**src/rtl/calc_op_sequencer.sv**
```systemverilog
// calc_op_sequencer
// Runs one calculator operation per pushbutton request. It latches the
// operands and opcode, fires a single start pulse at the selected shared
// unit, waits for that unit's done, and keeps the result for the display
// path. Divide-by-zero, illegal opcodes and unit timeouts are reported on err.
module calc_op_sequencer #(
  parameter int TIMEOUT     = 64,
  parameter int SYNC_STAGES = 2
) (
  input  logic       clk,
  input  logic       rst_n,
  input  logic [7:0] sw,
  input  logic [2:0] btn,
  input  logic       go,
  output logic [3:0] op_a,
  output logic [3:0] op_b,
  output logic [7:0] radicand,
  output logic [2:0] unit_sel,
  output logic       unit_start,
  input  logic       unit_done,
  input  logic [7:0] unit_result,
  output logic [7:0] result,
  output logic       result_valid,
  output logic       busy,
  output logic [1:0] err
);

  // The timer only has to count up to TIMEOUT-2, so clog2(TIMEOUT) bits are enough.
  localparam int TW = (TIMEOUT > 2) ? $clog2(TIMEOUT) : 1;

  // The last timer value seen in WAIT before giving up. With the timer
  // cleared in ISSUE this places the ERR cycle exactly TIMEOUT cycles
  // after the start pulse.
  localparam logic [TW-1:0] TIMER_LAST = TW'(TIMEOUT - 2);

  localparam logic [2:0] S_IDLE  = 3'd0;
  localparam logic [2:0] S_LATCH = 3'd1;
  localparam logic [2:0] S_ISSUE = 3'd2;
  localparam logic [2:0] S_WAIT  = 3'd3;
  localparam logic [2:0] S_DONE  = 3'd4;
  localparam logic [2:0] S_ERR   = 3'd5;

  localparam logic [2:0] OP_QUOTIENT  = 3'b010;
  localparam logic [2:0] OP_REMAINDER = 3'b100;

  localparam logic [1:0] ERR_NONE    = 2'b00;
  localparam logic [1:0] ERR_DIVZERO = 2'b01;
  localparam logic [1:0] ERR_ILLEGAL = 2'b10;
  localparam logic [1:0] ERR_TIMEOUT = 2'b11;

  logic [SYNC_STAGES-1:0] goSync_q;
  logic                   goPrev_q;
  logic                   goSynced;
  logic                   goEvt;

  logic [2:0]    state_q,       state_d;
  logic [3:0]    opA_q,         opA_d;
  logic [3:0]    opB_q,         opB_d;
  logic [7:0]    radicand_q,    radicand_d;
  logic [2:0]    unitSel_q,     unitSel_d;
  logic          unitStart_q,   unitStart_d;
  logic [7:0]    result_q,      result_d;
  logic          resultValid_q, resultValid_d;
  logic          busy_q,        busy_d;
  logic [1:0]    err_q,         err_d;
  logic [TW-1:0] timer_q,       timer_d;

  logic opcodeIllegal;
  logic divideByZero;

  // Bring the asynchronous pushbutton level into the clock domain and keep the previous synchronized level for edge detection.
  always_ff @(posedge clk or negedge rst_n) begin
    if (!rst_n) begin
      goSync_q <= '0;
      goPrev_q <= 1'b0;
    end else begin
      goSync_q[0] <= go;
      for (int i = 1; i < SYNC_STAGES; i++) begin
        goSync_q[i] <= goSync_q[i-1];
      end
      goPrev_q <= goSynced;
    end
  end

  assign goSynced = goSync_q[SYNC_STAGES-1];
  assign goEvt    = goSynced & ~goPrev_q;

  // Opcodes 110 and 111 have no unit; quotient and remainder divide by A.
  assign opcodeIllegal = (unitSel_q[2:1] == 2'b11);
  assign divideByZero  = ((unitSel_q == OP_QUOTIENT) || (unitSel_q == OP_REMAINDER)) &&
                         (opA_q == 4'd0);

  // Sequencer next-state logic; every output is produced from a register so the display path sees glitch-free values.
  always_comb begin
    state_d       = state_q;
    opA_d         = opA_q;
    opB_d         = opB_q;
    radicand_d    = radicand_q;
    unitSel_d     = unitSel_q;
    unitStart_d   = 1'b0;
    result_d      = result_q;
    resultValid_d = resultValid_q;
    busy_d        = busy_q;
    err_d         = err_q;
    timer_d       = timer_q;

    case (state_q)
      S_IDLE: begin
        if (goEvt) begin
          opA_d         = sw[3:0];
          opB_d         = sw[7:4];
          radicand_d    = sw;
          unitSel_d     = btn;
          resultValid_d = 1'b0;
          err_d         = ERR_NONE;
          busy_d        = 1'b1;
          state_d       = S_LATCH;
        end
      end

      S_LATCH: begin
        if (opcodeIllegal) begin
          err_d   = ERR_ILLEGAL;
          busy_d  = 1'b0;
          state_d = S_ERR;
        end else if (divideByZero) begin
          err_d   = ERR_DIVZERO;
          busy_d  = 1'b0;
          state_d = S_ERR;
        end else begin
          unitStart_d = 1'b1;
          state_d     = S_ISSUE;
        end
      end

      S_ISSUE: begin
        timer_d = '0;
        state_d = S_WAIT;
      end

      S_WAIT: begin
        if (unit_done) begin
          result_d      = unit_result;
          resultValid_d = 1'b1;
          busy_d        = 1'b0;
          state_d       = S_DONE;
        end else if (timer_q == TIMER_LAST) begin
          err_d   = ERR_TIMEOUT;
          busy_d  = 1'b0;
          state_d = S_ERR;
        end else begin
          timer_d = timer_q + TW'(1);
        end
      end

      S_DONE: begin
        state_d = S_IDLE;
      end

      S_ERR: begin
        state_d = S_IDLE;
      end

      default: begin
        busy_d  = 1'b0;
        state_d = S_IDLE;
      end
    endcase
  end

  // Sequencer state and output registers; reset drops everything back to an idle, all-zero view immediately.
  always_ff @(posedge clk or negedge rst_n) begin
    if (!rst_n) begin
      state_q       <= S_IDLE;
      opA_q         <= '0;
      opB_q         <= '0;
      radicand_q    <= '0;
      unitSel_q     <= '0;
      unitStart_q   <= 1'b0;
      result_q      <= '0;
      resultValid_q <= 1'b0;
      busy_q        <= 1'b0;
      err_q         <= ERR_NONE;
      timer_q       <= '0;
    end else begin
      state_q       <= state_d;
      opA_q         <= opA_d;
      opB_q         <= opB_d;
      radicand_q    <= radicand_d;
      unitSel_q     <= unitSel_d;
      unitStart_q   <= unitStart_d;
      result_q      <= result_d;
      resultValid_q <= resultValid_d;
      busy_q        <= busy_d;
      err_q         <= err_d;
      timer_q       <= timer_d;
    end
  end

  assign op_a         = opA_q;
  assign op_b         = opB_q;
  assign radicand     = radicand_q;
  assign unit_sel     = unitSel_q;
  assign unit_start   = unitStart_q;
  assign result       = result_q;
  assign result_valid = resultValid_q;
  assign busy         = busy_q;
  assign err          = err_q;

endmodule

```
**config.mk**
```make
export PLATFORM = sky130hd
export DESIGN_NAME = calc_op_sequencer
export DESIGN_NICKNAME = d
export VERILOG_FILES = /design/src/rtl/calc_op_sequencer.sv
export SDC_FILE = /design/constraint.sdc
export NUM_CORES = 1
export LEC_CHECK = 0
export BUFFER_PORTS_ARGS = -buffer_cell sky130_fd_sc_hd__buf_2
export CORE_UTILIZATION = 35
export DETAILED_ROUTE_END_ITERATION = 16
export PLACE_DENSITY = 0.61
export SYNTH_ARGS = -nofsm -noshare
export SYNTH_HDL_FRONTEND = slang
export SYNTH_SLANG_ARGS = --single-unit
```
**constraint.sdc**
```tcl
create_clock -name clk -period 2.1 [get_ports clk]
set_clock_uncertainty 0.05 [all_clocks]
set_input_delay 0.21 -clock clk [delete_from_list [all_inputs] [get_ports clk]]
set_output_delay 0.21 -clock clk [all_outputs]
set_load 0.02 [all_outputs]
```
==> results of run 1 <==
[worst paths after layout]
path                                          from                      end  slack, ns  depth (start not counted)
max                        unit_sel[0]$_DFFE_PN0P_         busy$_DFFE_PN0P_       0.28                          4
min                                         btn[2]  unit_sel[2]$_DFFE_PN0P_        0.1                          2
max reg2reg                unit_sel[0]$_DFFE_PN0P_         busy$_DFFE_PN0P_       0.28                          4
min reg2reg                  goSync_q[0]$_DFF_PN0_    goSync_q[1]$_DFF_PN0_       0.30                          0
max in group asynchronous                    rst_n   state_q[2]$_DFFE_PN0P_       1.01                          2
min in group asynchronous                    rst_n     unit_start$_DFF_PN0_       0.48                          2
[metal layers]
metal	share of wire [%]	global-route usage, %	up-vias
met5	0	0	-
met1	48	19.2	597
li1	-	-	605
met2	48	22.7	26
met3	3.7	3.47	5
met4	0.76	6.75	0
[cells by family after synthesis]
group,synth area share (%)
muxes,15.4
and+or+nand+nor,13.1
DFF,52.5
adders and majority gates,1.46
buffers and inverters,6.71
AOI/OAI and AO/OA,10.8
[registers in the layout, summed over array words and instances (netlist names)]
signal        count
timer_q           6
unit_sel          3
op_b              4
unit_start        1
state_q           3
result_valid      1
busy              1
op_a              3
radicand          1
goSync_q          2
goPrev_q          1
err               2
result            8
[repair_timing]
action,in CTS,in global routing
hold buffers,2,0
setup endpoints to repair,0,0
endpoints found under the hold margin,31,0
[final cells by class]
cell class              instances  area share (%)
inverters                       7            1.22
clock buffers                   7            4.48
clock inverters                 1            1.40
well taps                      67            3.90
multi-input cells              87            32.5
flip-flops and latches         36            41.9
repair buffers                 59            14.6
[cells in the final DEF (no fill, tap or decap), types with 3 or more instances in the layout]
cell type,n
a21oi_1,4
or3_1,4
nand2_1,9
nand3_1,3
o21ai_0,8
nor2_1,9
buf_2,54
inv_1,7
mux2i_1,5
mux2_2,19
dfrtp_1,36
o211ai_1,3
clkbuf_8,7
buf_4,3
[power groups by stage]
stage          clock [mW]  combinational (mW)  sequential, mW
4_1_cts             0.684                1.60            1.28
5_1_grt             0.714                1.74            1.33
3_5_place_dp            0                1.59            1.29
6_report            0.665                1.58            1.28
2_1_floorplan           0               0.960            1.53
3_3_place_gp            0                1.57            1.28
[metrics by stage]
| stage | util (%) | hold slack (ns) |
|---|---|---|
| 6_report | 45.5 | 0.0988 |
| 5_1_grt | 45.5 | 0.0945 |
| 4_1_cts | 45.5 | 0.0945 |
| 3_5_place_dp | 42.4 | 0.271 |
| 3_3_place_gp | 42.4 | 0.270 |
| 2_1_floorplan | - | -0.136 |
==> impl_metrics.toml, run 1 <==
[synthesis]
ys_top_cells_by_count = "36 x dfrtp_1, 19 x mux2_2, 9 x nand2_1, 9 x nor2_1"
yosysWarnings = 0
synth.area.top_cells = "dfrtp_1 53%, mux2_2 12%, buf_4 3.5%"
yosysSeqAreaShare_pct = 52.5
postSynthAreaPerCell_um2 = 11.9
ys_types = 35
synth_cells = 144
ys_seq_elements = 36
synth_nets = 169
async_reset_ff_share_pct = 100
synth_edf_count = 0
synth_top_area_share_pct = 52.5
syn-cell-area_um2 = 1720
yosysMostFrequentCell = "dfrtp_1"
synth_top_cell_by_area = "dfrtp_1"
synth_flop_cell = "dfrtp_1"

[timing]
max_freq_mhz = 550
hold_violations = 0
min_period_ns = 1.82
finalWorstSetupSlack_ns = 0.282
drv_slew = 0
rsz0062_at_grt = "no"
relSlewSlack_pct = 47.6
tightest_slew_ns = 0.786
fin_crit_sh_pct = 86.6
setup_viol = 0
final.setup.tns_ns = 0

[cells_and_area]
synthToLayoutAreaGrowth_pct = 25.3
multi_input_area_um2 = 699
finalNonFillerCells = 264
diodes = 0
design_area_um2 = 2150
drive_above_1_share_pct = 47.2
nNetsFinal = 221
seq_area_um2 = 901
fillers = 454

[drt]
wirelength_um = 3310
first_pass_iters = 8
initialDrtViolationCount = 69
ant_nets = 0
vias = 1233
drc = 0
wl_per_cell_um = 12.5
drt-vias-per-instance = 4.67

[cts]
root_buffer = "clkbuf_8"
post_cts_buffers = 0
clk_latency_ns = 0.29
clock_path_buffers = 2
ctsResizeCount = 0
numCtsBuffers = 5
cts_max_level = 2
path_clk_slew_ns = 0.07
cts.sinks = 36
cts_tree = "yes"

[power_and_ir_drop]
seq_power_share_pct = 36.3
leakagePower_nw = 1.02
p_comb_share_pct = 44.8
finalPower_mw = 3.52
power.internal_mw = 2.08
ir_worst_vdd_mv = 0.777
clkPwrFrac_pct = 18.9
p_sw_mw = 1.44
power.density_nw_per_um2 = 1640
p_sw_share_pct = 40.9

[global_routing]
antenna_found_initial = 0
grt_pass1_vias = 1228
grt_first_pass_wirelength_um = 5710
grt.total_usage_pct = 14.5
grt_max_degree = 37
gr-total-overflow = 0

[critical_path]
cp_data_arrival_time_ns = 1.94
crit_family = "compound AO/OA/AOI/OAI gates"
timing.critical_path.slowest_cell_delay_ns = 0.41
cp-start-kind = "register"
path_cells = "or3_4, o41ai_4, nor4_2, o32a_1"
endpoint_kind = "register"
crit_buf_inv = 0
critical_path_class = "register to register"
cp_slowest_cell = "or3_4"
required_ns = 2.22
cp_max_fo = 4

[die]
core_um2 = 4720
die_w_um = 72.0
fp-row-count = 25
start_util_pct = 36.3
ios = 55
die-area_um2 = 5190
die_y_um = 72.0

[placed_design]
routabilityCongestion = 0.727
place_hpwl_um = 2330
placed_cells_incl_taps = 254
post-place-ws_ns = 0.283
place_area_um2 = 2000
port_buffers = 54

[hold_path]
hold_path.class = "input port to register"

[status]
status = "complete, no violations"

[flow_run]
maxCapViolations = 0
(Power assumes the default switching activity.)
==> inputs of run 2 (changes only) <==
Settings changed: CELL_PAD_IN_SITES_DETAIL_PLACEMENT set to 1, CELL_PAD_IN_SITES_GLOBAL_PLACEMENT set to 1, PLACE_DENSITY 0.61 to 0.74.
==> impl_metrics.toml, run 2 (synthesis gave the netlist of run 1 again) <==
[timing]
max_freq_mhz = 556
min_period_ns = 1.80
relSlewSlack_pct = 46.7
rsz0062_at_grt = "no"
holdWs_ns = 0.106
tightest_slew_ns = 0.800
hold_violations = 0
drv_slew = 0
fin_crit_sh_pct = 85.6
final.setup.tns_ns = 0
setup_viol = 0

[drt]
wl_met3_um = 101
drt-vias-per-instance = 4.77
wirelength_um = 3730
wl_met1_um = 1640
drc = 0
first_pass_iters = 4
wl_met2_um = 1920
wl_per_cell_um = 14.2
highest_layer = "met4"
initialDrtViolationCount = 30
vias = 1255
ant_nets = 0

[placed_design]
routabilityCongestion = 0.724
port_buffers = 54
place_hpwl_um = 2750

[cells_and_area]
largest_reg_flops = 8
final_common_cell = "buf_2"
diodes = 0
drive_above_1_share_pct = 46.9
layout_common_cells = "54 x buf_2, 36 x dfrtp_1, 19 x mux2_2"
fillers = 520
synthToLayoutAreaGrowth_pct = 23.6
nNetsFinal = 221

[global_routing]
grt_max_degree = 37
gr-total-overflow = 0
antenna_found_initial = 0
grt_first_pass_wirelength_um = 6420
grt.total_usage_pct = 16.3
grt_pass1_vias = 1334

[critical_path]
cp_data_arrival_time_ns = 1.91
cp_max_fo = 9
required_ns = 2.21
r2r_setup_slack_ns = 0.30
cp-start-kind = "register"
endpoint_kind = "register"
critical_path_class = "register to register"

[cts]
cts_tree = "yes"
cts_max_level = 2
post_cts_buffers = 0
cts.sinks = 36
path_clk_slew_ns = 0.07
numCtsBuffers = 5
clk_latency_ns = 0.28
root_buffer = "clkbuf_8"
clock_path_buffers = 2

[die]
core_um2 = 4720
die-area_um2 = 5190
die_w_um = 72.0
fp-row-count = 25
ios = 55
start_util_pct = 36.3
die_y_um = 72.0

[flow_run]
maxCapViolations = 0

[power_and_ir_drop]
leakagePower_nw = 1.00
ir_worst_vdd_mv = 0.625
power.density_nw_per_um2 = 1610

[status]
status = "complete, no violations"

[hold_path]
hold_path.class = "input port to register"
[run 2: what timing repair did]
item	4_1_cts	5_1_grt
hold buffers	2	0
hold endpoints to repair	37	0
resized for setup	0	0
[run 2: path summary, 6_finish.rpt]
| check | endpoint | from | depth (start not counted) |
|---|---|---|---|
| worst max-delay path | result[3]$_DFFE_PN0P_ | state_q[0]$_DFFE_PN0P_ | 3 |
| worst min-delay path | result[0]$_DFFE_PN0P_ | unit_result[0] | 2 |
| worst max register to register | result[3]$_DFFE_PN0P_ | state_q[0]$_DFFE_PN0P_ | 3 |
| worst min register to register | goSync_q[1]$_DFF_PN0_ | goSync_q[0]$_DFF_PN0_ | 0 |
| max in group asynchronous | result[1]$_DFFE_PN0P_ | rst_n | 2 |
| min in group asynchronous | op_b[3]$_DFFE_PN0P_ | rst_n | 2 |
[run 2: power breakdown]
group          leakage, nW  internal, mW  switching, mW  total (mW)
combinational        0.513         0.669          0.945        1.61
clock               0.0503         0.292          0.229       0.521
sequential           0.441          1.00          0.284        1.29
total                 1.00          1.97           1.46        3.42
[run 2: per-stage QoR]
step	area [um^2]	worst slack [ns]	utilization (%)	power [mW]	instances
after floorplan	1720	0.313	-	2.49	144
after global placement	2000	0.333	42.4	2.88	254
after detailed placement	2000	0.265	42.4	2.94	254
after CTS	2120	0.264	44.9	3.48	263
after global routing	2120	0.196	44.9	3.67	263
final	2120	0.302	44.9	3.42	263
[run 2: per-layer routing]
metal	vias up	global-route usage, %
li1	606	-
met1	619	21.0
met2	23	26.8
met3	7	3.47
met4	0	6.54
met5	-	0
[run 2: final cells by class]
class                      count  area (um^2)  area share, %
multi-input combinational     87          699           33.0
sequential                    36          901           42.5
inverter                       7         26.3           1.24
timing repair buffer          59          313           14.8
clock buffer                   7         96.3           4.55
tap                           67         83.8           3.96
[run 2: worst max-delay path: stages (launching register included)]
cell     delay [ns]
dfrtp_1        0.50
inv_1          0.21
or3_1          0.58
mux2_2         0.34
